[src/rtl/enc_tx_sched_if.sv]
// Byte-stream handshake between the two requesters and the encoder transmit scheduler.
interface enc_tx_sched_if;
    logic       s0_valid;
    logic [7:0] s0_data;
    logic       s0_last;
    logic       s0_ready;
    logic       s1_valid;
    logic [7:0] s1_data;
    logic       s1_last;
    logic       s1_ready;

    modport master (
        output s0_valid, s0_data, s0_last, s1_valid, s1_data, s1_last,
        input  s0_ready, s1_ready
    );

    modport slave (
        input  s0_valid, s0_data, s0_last, s1_valid, s1_data, s1_last,
        output s0_ready, s1_ready
    );
endinterface

[src/rtl/enc_tx_sched.sv]
// Shares one 8b/10b encoder between two byte requesters: idles, SOF/EOF delimiters, payload, fill, error.
// Optional clock-compensation K28.0 pairs are built when CLK_COMP_EN is defined.
module enc_tx_sched #(
    parameter int SYNC_LEN    = 4,
    parameter int IFG_LEN     = 2,
    parameter int MAX_LEN     = 64,
    parameter int CC_INTERVAL = 256
) (
    input  logic               clk,
    input  logic               reset,
    input  logic               link_en,
    enc_tx_sched_if.slave      req,
    output logic [7:0]         enc_eb,
    output logic               enc_k,
    output logic [1:0]         grant,
    output logic               busy,
    output logic               frame_err
);

    localparam logic [3:0] S_SYNC  = 4'd0;
    localparam logic [3:0] S_IDLE  = 4'd1;
    localparam logic [3:0] S_SOF   = 4'd2;
    localparam logic [3:0] S_DATA  = 4'd3;
    localparam logic [3:0] S_EOF   = 4'd4;
    localparam logic [3:0] S_ERR   = 4'd5;
    localparam logic [3:0] S_DRAIN = 4'd6;
    localparam logic [3:0] S_GAP   = 4'd7;
    localparam logic [3:0] S_CC    = 4'd8;

    localparam logic [7:0] K28_5 = 8'hBC;
    localparam logic [7:0] K27_7 = 8'hFB;
    localparam logic [7:0] K29_7 = 8'hFD;
    localparam logic [7:0] K23_7 = 8'hF7;
    localparam logic [7:0] K30_7 = 8'hFE;
    localparam logic [7:0] K28_0 = 8'h1C;

    logic [3:0]  state_q,   state_d;
    logic [15:0] tmr_q,     tmr_d;
    logic [7:0]  cnt_q,     cnt_d;
    logic [1:0]  grant_q,   grant_d;
    logic        prio_q,    prio_d;
    logic [7:0]  enc_eb_q,  enc_eb_d;
    logic        enc_k_q,   enc_k_d;
    logic        cc_clr;

    logic        sel_valid;
    logic        sel_last;
    logic [7:0]  sel_data;
    logic        rdy_phase;
    logic        xfer;

    // The latched grant selects which requester feeds the payload path.
    always_comb begin
        sel_valid = grant_q[1] ? req.s1_valid : req.s0_valid;
        sel_last  = grant_q[1] ? req.s1_last  : req.s0_last;
        sel_data  = grant_q[1] ? req.s1_data  : req.s0_data;
        rdy_phase = (state_q == S_DATA) || (state_q == S_DRAIN);
        xfer      = rdy_phase && sel_valid;
    end

    assign req.s0_ready = rdy_phase & grant_q[0];
    assign req.s1_ready = rdy_phase & grant_q[1];

`ifdef CLK_COMP_EN
    logic [15:0] cc_cnt_q, cc_cnt_d;
    logic        cc_pend_q, cc_pend_d;
    logic        cc_wrap;

    always_comb begin
        cc_wrap   = (cc_cnt_q == 16'(CC_INTERVAL - 1));
        cc_cnt_d  = cc_wrap ? '0 : cc_cnt_q + 16'd1;
        cc_pend_d = cc_wrap ? 1'b1 : (cc_clr ? 1'b0 : cc_pend_q);
    end

    always_ff @(posedge clk or posedge reset) begin
        if (reset) begin
            cc_cnt_q  <= '0;
            cc_pend_q <= 1'b0;
        end else begin
            cc_cnt_q  <= cc_cnt_d;
            cc_pend_q <= cc_pend_d;
        end
    end
`else
    logic cc_unused;
    assign cc_unused = (CC_INTERVAL == 0) | cc_clr;
`endif

    always_comb begin
        state_d  = state_q;
        tmr_d    = tmr_q;
        cnt_d    = cnt_q;
        grant_d  = grant_q;
        prio_d   = prio_q;
        enc_eb_d = K28_5;
        enc_k_d  = 1'b1;
        cc_clr   = 1'b0;
        case (state_q)
            S_SYNC: begin
                if (tmr_q == 16'(SYNC_LEN - 1)) begin
                    state_d = S_IDLE;
                    tmr_d   = '0;
                end else begin
                    tmr_d = tmr_q + 16'd1;
                end
            end
            S_IDLE: begin
`ifdef CLK_COMP_EN
                if (cc_pend_q) begin
                    enc_eb_d = K28_0;
                    state_d  = S_CC;
                end else
`endif
                if (link_en && (req.s0_valid || req.s1_valid)) begin
                    // On a tie prio_q names the requester that was not served last.
                    if (req.s0_valid && req.s1_valid)
                        grant_d = prio_q ? 2'b10 : 2'b01;
                    else
                        grant_d = req.s0_valid ? 2'b01 : 2'b10;
                    state_d = S_SOF;
                end
            end
            S_CC: begin
                enc_eb_d = K28_0;
                cc_clr   = 1'b1;
                state_d  = S_IDLE;
            end
            S_SOF: begin
                enc_eb_d = K27_7;
                cnt_d    = '0;
                state_d  = S_DATA;
            end
            S_DATA: begin
                if (xfer) begin
                    enc_eb_d = sel_data;
                    enc_k_d  = 1'b0;
                    cnt_d    = cnt_q + 8'd1;
                    if (sel_last)
                        state_d = S_EOF;
                    else if (cnt_q + 8'd1 == 8'(MAX_LEN))
                        state_d = S_ERR;
                end else begin
                    enc_eb_d = K23_7;
                end
            end
            S_EOF: begin
                enc_eb_d = K29_7;
                prio_d   = ~grant_q[1];
                grant_d  = '0;
                tmr_d    = '0;
                state_d  = S_GAP;
            end
            S_ERR: begin
                enc_eb_d = K30_7;
                state_d  = S_DRAIN;
            end
            S_DRAIN: begin
                if (xfer && sel_last) begin
                    grant_d = '0;
                    tmr_d   = '0;
                    state_d = S_GAP;
                end
            end
            S_GAP: begin
                if (tmr_q == 16'(IFG_LEN - 1)) begin
                    tmr_d   = '0;
                    state_d = S_IDLE;
                end else begin
                    tmr_d = tmr_q + 16'd1;
                end
            end
            default: state_d = S_SYNC;
        endcase
    end

    always_ff @(posedge clk or posedge reset) begin
        if (reset) begin
            state_q  <= S_SYNC;
            tmr_q    <= '0;
            cnt_q    <= '0;
            grant_q  <= '0;
            prio_q   <= 1'b0;
            enc_eb_q <= K28_5;
            enc_k_q  <= 1'b1;
        end else begin
            state_q  <= state_d;
            tmr_q    <= tmr_d;
            cnt_q    <= cnt_d;
            grant_q  <= grant_d;
            prio_q   <= prio_d;
            enc_eb_q <= enc_eb_d;
            enc_k_q  <= enc_k_d;
        end
    end

    assign enc_eb    = enc_eb_q;
    assign enc_k     = enc_k_q;
    assign grant     = grant_q;
    assign busy      = (state_q == S_SOF) || (state_q == S_DATA) || (state_q == S_EOF) ||
                       (state_q == S_ERR) || (state_q == S_DRAIN);
    assign frame_err = (state_q == S_ERR);

endmodule

[src/flat_wrapper.sv]
// flat-port wrapper written by rule: the top's interface ports become plain ports
module enc_tx_sched_flat 
#(
    parameter int SYNC_LEN    = 4,
    parameter int IFG_LEN     = 2,
    parameter int MAX_LEN     = 64,
    parameter int CC_INTERVAL = 256
)
  (clk, reset, link_en, enc_eb, enc_k, grant, busy, frame_err, req_s0_valid, req_s0_data, req_s0_last, req_s1_valid, req_s1_data, req_s1_last, req_s0_ready, req_s1_ready);
  enc_tx_sched_if req_i ();
  input  logic clk;
  input  logic reset;
  input  logic link_en;
  output logic [7:0] enc_eb;
  output logic enc_k;
  output logic [1:0] grant;
  output logic busy;
  output logic frame_err;
  input wire logic [$bits(req_i.s0_valid)-1:0] req_s0_valid;
  input wire logic [$bits(req_i.s0_data)-1:0] req_s0_data;
  input wire logic [$bits(req_i.s0_last)-1:0] req_s0_last;
  input wire logic [$bits(req_i.s1_valid)-1:0] req_s1_valid;
  input wire logic [$bits(req_i.s1_data)-1:0] req_s1_data;
  input wire logic [$bits(req_i.s1_last)-1:0] req_s1_last;
  output wire logic [$bits(req_i.s0_ready)-1:0] req_s0_ready;
  output wire logic [$bits(req_i.s1_ready)-1:0] req_s1_ready;
  assign req_i.s0_valid = req_s0_valid;
  assign req_i.s0_data = req_s0_data;
  assign req_i.s0_last = req_s0_last;
  assign req_i.s1_valid = req_s1_valid;
  assign req_i.s1_data = req_s1_data;
  assign req_i.s1_last = req_s1_last;
  assign req_s0_ready = req_i.s0_ready;
  assign req_s1_ready = req_i.s1_ready;
  enc_tx_sched #(.SYNC_LEN(SYNC_LEN), .IFG_LEN(IFG_LEN), .MAX_LEN(MAX_LEN), .CC_INTERVAL(CC_INTERVAL)) u_core (.clk(clk), .reset(reset), .link_en(link_en), .req(req_i), .enc_eb(enc_eb), .enc_k(enc_k), .grant(grant), .busy(busy), .frame_err(frame_err));
endmodule
[config.mk]
export PLATFORM = sky130hd
export DESIGN_NAME = enc_tx_sched_flat
export DESIGN_NICKNAME = d
export VERILOG_FILES = /design/src/rtl/enc_tx_sched_if.sv /design/src/rtl/enc_tx_sched.sv /design/src/flat_wrapper.sv
export SDC_FILE = /design/constraint.sdc
export NUM_CORES = 1
export LEC_CHECK = 0
export ABC_AREA = 0
export ABC_CLOCK_PERIOD_IN_PS = 3670
export CAP_MARGIN = 20
export CORE_ASPECT_RATIO = 0.7
export CORE_MARGIN = 2
export CORE_UTILIZATION = 38
export CTS_CLUSTER_DIAMETER = 80
export CTS_CLUSTER_SIZE = 25
export DETAILED_ROUTE_END_ITERATION = 8
export PLACE_DENSITY = 0.59
export SLEW_MARGIN = 10
export SYNTH_ARGS = -nofsm -noshare
export SYNTH_HDL_FRONTEND = slang
export SYNTH_SLANG_ARGS = --single-unit
[constraint.sdc]
create_clock -name clk -period 3.67 [get_ports clk]
set_input_delay 0.734 -clock clk [delete_from_list [all_inputs] [get_ports clk]]
set_output_delay 0.734 -clock clk [all_outputs]
set_load 0.03 [all_outputs]
==> results of run 1 <==
[worst max-delay path, delay by kind of cell, from the launching register on]
family	cells	cell delay, ps
AOI/OAI and AO/OA	1	110
adders and majority gates	1	410
DFF	1	630
buffers and inverters	2	930
[sequential cells by signal, summed over array words and instances, names as in the netlist]
name	count
u_core.tmr_q	16
u_core.grant	2
u_core.state_q	3
u_core.enc_k	1
u_core.prio_q	1
u_core.enc_eb	8
u_core.cnt_q	8
[cell usage in the layout (no fill, tap or decap), drive strengths merged, types with 7 or more instances in the layout]
cell type      netlist  final
nor2                23     23
mux2i                8      8
inv                 15     15
nand2               27     27
nor2b                9      9
nor4                 7      7
nand3               13     13
a22o                 7      7
o21ai               28     28
clkbuf               7      8
o31ai                7      7
clkdlybuf4s50        0     37
dfrtp               33     33
a21oi               15     15
[stage by stage]
stage          total power [mW]  worst slack, ps  instance area (sq um)  hold WS (ps)
6_report                   2.11              560                   2880           493
3_5_place_dp               1.83              849                   2800           484
5_1_grt                    2.28              352                   2880           526
2_1_floorplan              1.50             1390                   2360           446
4_1_cts                    2.12              523                   2880           498
3_3_place_gp               1.83              908                   2800           476
[worst max-delay path by stage]
stage	slack [ps]	start	to
2_1_floorplan	1390	u_core.grant[1]	req_s1_ready
3_3_place_gp	910	u_core.state_q[1]	busy
3_5_place_dp	850	u_core.state_q[1]	busy
4_1_cts	520	u_core.state_q[1]	busy
5_1_grt	350	u_core.state_q[1]	busy
6_report	560	u_core.state_q[1]	busy
[cell type report]
| cell class | instances | area (sq um) | area share |
|---|---|---|---|
| Timing Repair Buffer | 42 | 408 | 0.142 |
| Inverter | 15 | 56.3 | 0.0196 |
| Tap cell | 75 | 93.8 | 0.0326 |
| Sequential cell | 39 | 983 | 0.342 |
| Multi-Input combinational cell | 205 | 1250 | 0.436 |
| Clock buffer | 8 | 80.1 | 0.0279 |
[cell families (layout without fill, tap and decap cells)]
| group | count (synthesis) | in the layout | share of synthesized area |
|---|---|---|---|
| and+or+nand+nor | 107 | 107 | 0.230 |
| adders and majority gates | 4 | 4 | 0.0212 |
| muxes | 9 | 9 | 0.0387 |
| DFF | 39 | 39 | 0.416 |
| AOI/OAI and AO/OA | 83 | 83 | 0.234 |
| xor gates and xnor gates | 2 | 2 | 0.00742 |
| buffers and inverters | 27 | 65 | 0.0530 |
[power by group]
part	switching, mW	internal [mW]
combinational	0.606	0.414
sequential	0.209	0.598
clock	0.146	0.135
total	0.962	1.15
[layer usage]
layer | up-vias | part of all wire | GRT usage
li1 | 1076 | - | -
met1 | 1034 | 0.55 | 0.304
met2 | 71 | 0.37 | 0.225
met3 | 6 | 0.079 | 0.0541
met4 | 0 | 0.0077 | 0.0365
met5 | - | 0 | 0
==> impl_metrics.yaml, run 1 <==
layout:
  nets: 335
  drive_gt1_frac: 0.0712
  final_util: 0.490
  fill_cells: 553
  area_growth_syn_to_layout_pct: 21.7
  diodes: 0
  final_cell_count_no_fill: 384
place:
  gp_congestion: 0.843
  dp.cells: 376
  hpwl_um: 4310
  port_buffers: 37
logic_synthesis:
  synthTopCellsByArea: "dfrtp_1 (35%), dfstp_2 (6.7%), o21ai_0 (4.9%)"
  synth_top_area_cell: "dfrtp_1"
  synthArstFlopShare: 1.00
  synth_warnings: 0
  ys.flop_type: "dfrtp_1"
  syn_area_sq_um: 2360
  ys_ff_latch: 39
  syn_nets: 298
  synth_seq_area_share: 0.416
  synth_cell_type_count: 49
  synth_edf_count: 0
  yosysMostFrequentCell: "dfrtp_1"
  synth_top_area_share: 0.350
  ys_top_cells_by_count: "dfrtp_1 (33), nand2_1 (27), nor2_1 (23), o21ai_0 (23)"
  syn_inst: 271
  avgSynthCellArea_sq_um: 8.72
sta:
  period_share: 0.848
  setup_violations: 0
  max_freq_ghz: 0.322
  fin_crit_ps: 3110
  fin_skew_ps: 3.69
  tightest_slew_ps: 920
  hold_violations: 0
  finalMaxSlewViolations: 0
  rsz0062_at_grt: "false"
  tns_ps: 0
  slew_headroom: 0.386
min_path:
  hold_path.class: "register to register"
  hold-path-cell-count: 1
  hold_path_end: "u_core.cnt_q[7]"
  min_from: "u_core.cnt_q[7]"
global_route:
  grt_util_all_layers: 0.183
  grt_start_max_net_pins: 24
  antenna_found_initial: 0
  grt_pass1_wl_um: 10000
  grt-ovfl-total: 0
  grt_pass1_vias: 1902
routing:
  wl_per_cell_um: 15.6
  num_vias: 2187
  post-route-drc-count: 0
  dr.pass1.iters: 5
  vias_per_cell: 5.70
  ant_nets: 0
  routed_wl_um: 5980
  drt_iter0_drc: 124
worst_setup_path:
  cp_cell_sequence: "inv_1, ha_1, o21ai_0, clkdlybuf4s50_1"
  path_class: "register to primary output"
  cp_max_fo: 18
  required_ps: 2940
  slowest_stage: "clkdlybuf4s50_1"
  critPathLaunchType: "register"
  rrSetupSlack_ps: 1130
  r2r-end: "u_core.tmr_q[15]"
  cp-end-kind: "primary output"
  r2r_cells: 4
  max_stage_delay_ps: 700
  cp.arrival_ps: 2380
  r2r-start: "u_core.grant[1]"
clocking:
  cts_tree: "built"
  h-tree-depth: 2
  ctsHoldBuffers: 0
  clk_path_buf_depth: 2
  clk-insertion-delay-late_ps: 290
  cts_sinks: 39
  path_clk_slew_ps: 70
  cts_buffers: 5
  postCtsSetupRepairBufs: 0
  ctsResizeCount: 0
  cts_root_buffer: "clkbuf_8"
die:
  rows: 23
  core_sq_um: 5870
  die_area_sq_um: 6870
  die_h_um: 70.0
  fp.dieW_um: 98.2
  initial_core_util: 0.402
  ios: 38
status:
  status: "completed"
pwr:
  power.density_nw_per_um2: 733
  max-vdd-ir-drop_mv: 0.220
  p_leak_nw: 1.15
job:
  max_cap_viol_count: 0
(Power assumes the default switching activity.)
==> run 2: changes to the inputs <==
- ABC_CLOCK_PERIOD_IN_PS: 3670 -> 2700
- PLACE_DENSITY: 0.59 -> 0.61
- clock period: 3.67 -> 2.7 ns (I/O delays scaled with it)
==> run 2 against run 1 <==
Power rose by 42%. Cell area rose by 2.3%. Largest cell class unchanged. Die area did not move. Critical path type unchanged. Critical endpoint is now frame_err. Global-route usage barely moved.
==> impl_metrics.yaml, run 2 (same netlist as run 1, synthesis figures left out) <==
status:
  status: "completed"
die:
  fp.dieW_um: 98.2
  core_sq_um: 5870
  die_area_sq_um: 6870
  initial_core_util: 0.402
  die_h_um: 70.0
  ios: 38
  rows: 23
worst_setup_path:
  max_stage_delay_ps: 680
  r2r-end: "u_core.tmr_q[9]"
  cp.arrival_ps: 2000
  path_class: "register to primary output"
  rrSetupSlack_ps: 390
  cp_max_fo: 12
  cp-end-kind: "primary output"
  required_ps: 2160
  critPathLaunchType: "register"
  r2r-start: "u_core.tmr_q[10]"
  r2r_cells: 6
  cp_cell_sequence: "nor2b_1, and2_1, clkdlybuf4s50_1"
  slowest_stage: "clkdlybuf4s50_1"
  cp_num_cells: 3
  crit_family: "buffers and inverters"
  crit_buf_inv: 1
sta:
  slew_headroom: 0.630
  fin_skew_ps: 8.34
  setup_violations: 0
  tightest_slew_ps: 555
  fin_crit_ps: 2540
  hold_violations: 0
  tns_ps: 0
  max_freq_ghz: 0.394
  period_share: 0.940
  rsz0062_at_grt: "false"
  finalMaxSlewViolations: 0
place:
  hpwl_um: 4360
  gp_congestion: 0.870
  port_buffers: 37
min_path:
  hold_path_end: "u_core.cnt_q[7]"
  hold-path-cell-count: 1
  min_from: "u_core.cnt_q[7]"
  hold_path.class: "register to register"
pwr:
  power.density_nw_per_um2: 1020
  p_leak_nw: 1.21
  power_mw: 3.00
  max-vdd-ir-drop_mv: 0.296
routing:
  num_vias: 2182
  dr.pass1.iters: 4
  post-route-drc-count: 0
  drt_iter0_drc: 227
  routed_wl_um: 6050
  vias_per_cell: 5.59
  ant_nets: 0
  wl_per_cell_um: 15.5
layout:
  layout_commonest_cell: "clkdlybuf4s50_1"
  largest_register_ffs: 16
  drive_gt1_frac: 0.0952
  top_register: "u_core.tmr_q"
  area_growth_syn_to_layout_pct: 24.5
  diodes: 0
  fill_cells: 595
  nets: 341
  mostFrequentLayoutCells: "clkdlybuf4s50_1 (34), dfrtp_1 (33), nand2_1 (27)"
global_route:
  grt_pass1_wl_um: 10200
  grt-ovfl-total: 0
  antenna_found_initial: 0
  grt_pass1_vias: 2012
  grt_util_all_layers: 0.183
  grt_start_max_net_pins: 40
clocking:
  cts_buffers: 5
  cts_root_buffer: "clkbuf_8"
  clk-insertion-delay-late_ps: 290
  cts_tree: "built"
  ctsHoldBuffers: 0
  path_clk_slew_ps: 80
  h-tree-depth: 2
  cts_sinks: 39
  clk_path_buf_depth: 2
job:
  max_cap_viol_count: 0
run 2: cell types whose count changed in the layout (fill, tap and decap cells not counted):
cell,delta
buf_4,+6
clkdlybuf4s50_1,-3
clkbuf_1,-2
clkbuf_8,+2
dlygate4sd2_1,+2
dlymetal6s2s_1,+1
run 2: repair_timing:
action                                  4_1_cts  5_1_grt
endpoints found under the hold margin         0        0
gates resized for setup                       2        1
gates cloned                                  0        0
endpoints found under the setup margin        2        1
pin swaps                                     0        0
buffers inserted                              0        0
run 2: worst reg2reg max path, cell delays in order (launching register included):
cell and delay [ps]:
dfrtp_1 440, nor4_1 390, nand4_1 250, a221oi_2 590, buf_4 270, o21ai_1 80, a21o_1 190
run 2: worst max-delay path by stage:
stage / from / end / slack (ps)
2_1_floorplan: u_core.grant[1] / req_s1_ready / 620
3_3_place_gp: req_s0_valid / u_core.tmr_q[15] / 240
3_5_place_dp: req_s0_valid / u_core.tmr_q[13] / 190
4_1_cts: u_core.state_q[0] / busy / 60
5_1_grt: u_core.state_q[0] / frame_err / 80
6_report: u_core.state_q[0] / frame_err / 160
run 2: routing by layer:
layer  vias to the layer above  track usage  wire [um]
met5                         -            0          0
met4                         0       0.0365         40
met3                         5       0.0400        373
met2                        65        0.245       2340
met1                      1026        0.295       3290
li1                       1086            -          -
run 2: area by class of cell:
| cell class | instances | area [sq um] | share of cell area |
|---|---|---|---|
| repair buffers | 48 | 453 | 0.154 |
| well taps | 75 | 93.8 | 0.0319 |
| flip-flops and latches | 39 | 983 | 0.334 |
| inverters | 15 | 56.3 | 0.0191 |
| clock buffers | 8 | 100 | 0.0340 |
| multi-input cells | 205 | 1250 | 0.426 |
run 2: power breakdown:
group | total [mW] | leakage [nW] | switching [mW] | internal (mW)
clock network | 0.436 | 0.0515 | 0.203 | 0.233
logic | 1.52 | 0.674 | 0.903 | 0.620
registers | 1.04 | 0.481 | 0.226 | 0.814
total | 3.00 | 1.21 | 1.33 | 1.67
run 2: per-stage QoR:
stage | setup WS, ps | hold slack (ps) | cell area (sq um) | util | instances
floorplan | 619 | 446 | 2360 | - | 271
global placement | 239 | 477 | 2840 | 0.484 | 382
detailed placement | 186 | 480 | 2840 | 0.484 | 382
CTS | 61.9 | 494 | 2940 | 0.500 | 390
global route | 81.7 | 526 | 2940 | 0.501 | 390
finish | 163 | 498 | 2940 | 0.501 | 390
==> run 3: changes to the inputs <==
- GPL_ROUTABILITY_DRIVEN: not set -> 0
==> results of run 3 <==
No change in the layout: final DEF, timing and power equal those of run 2.
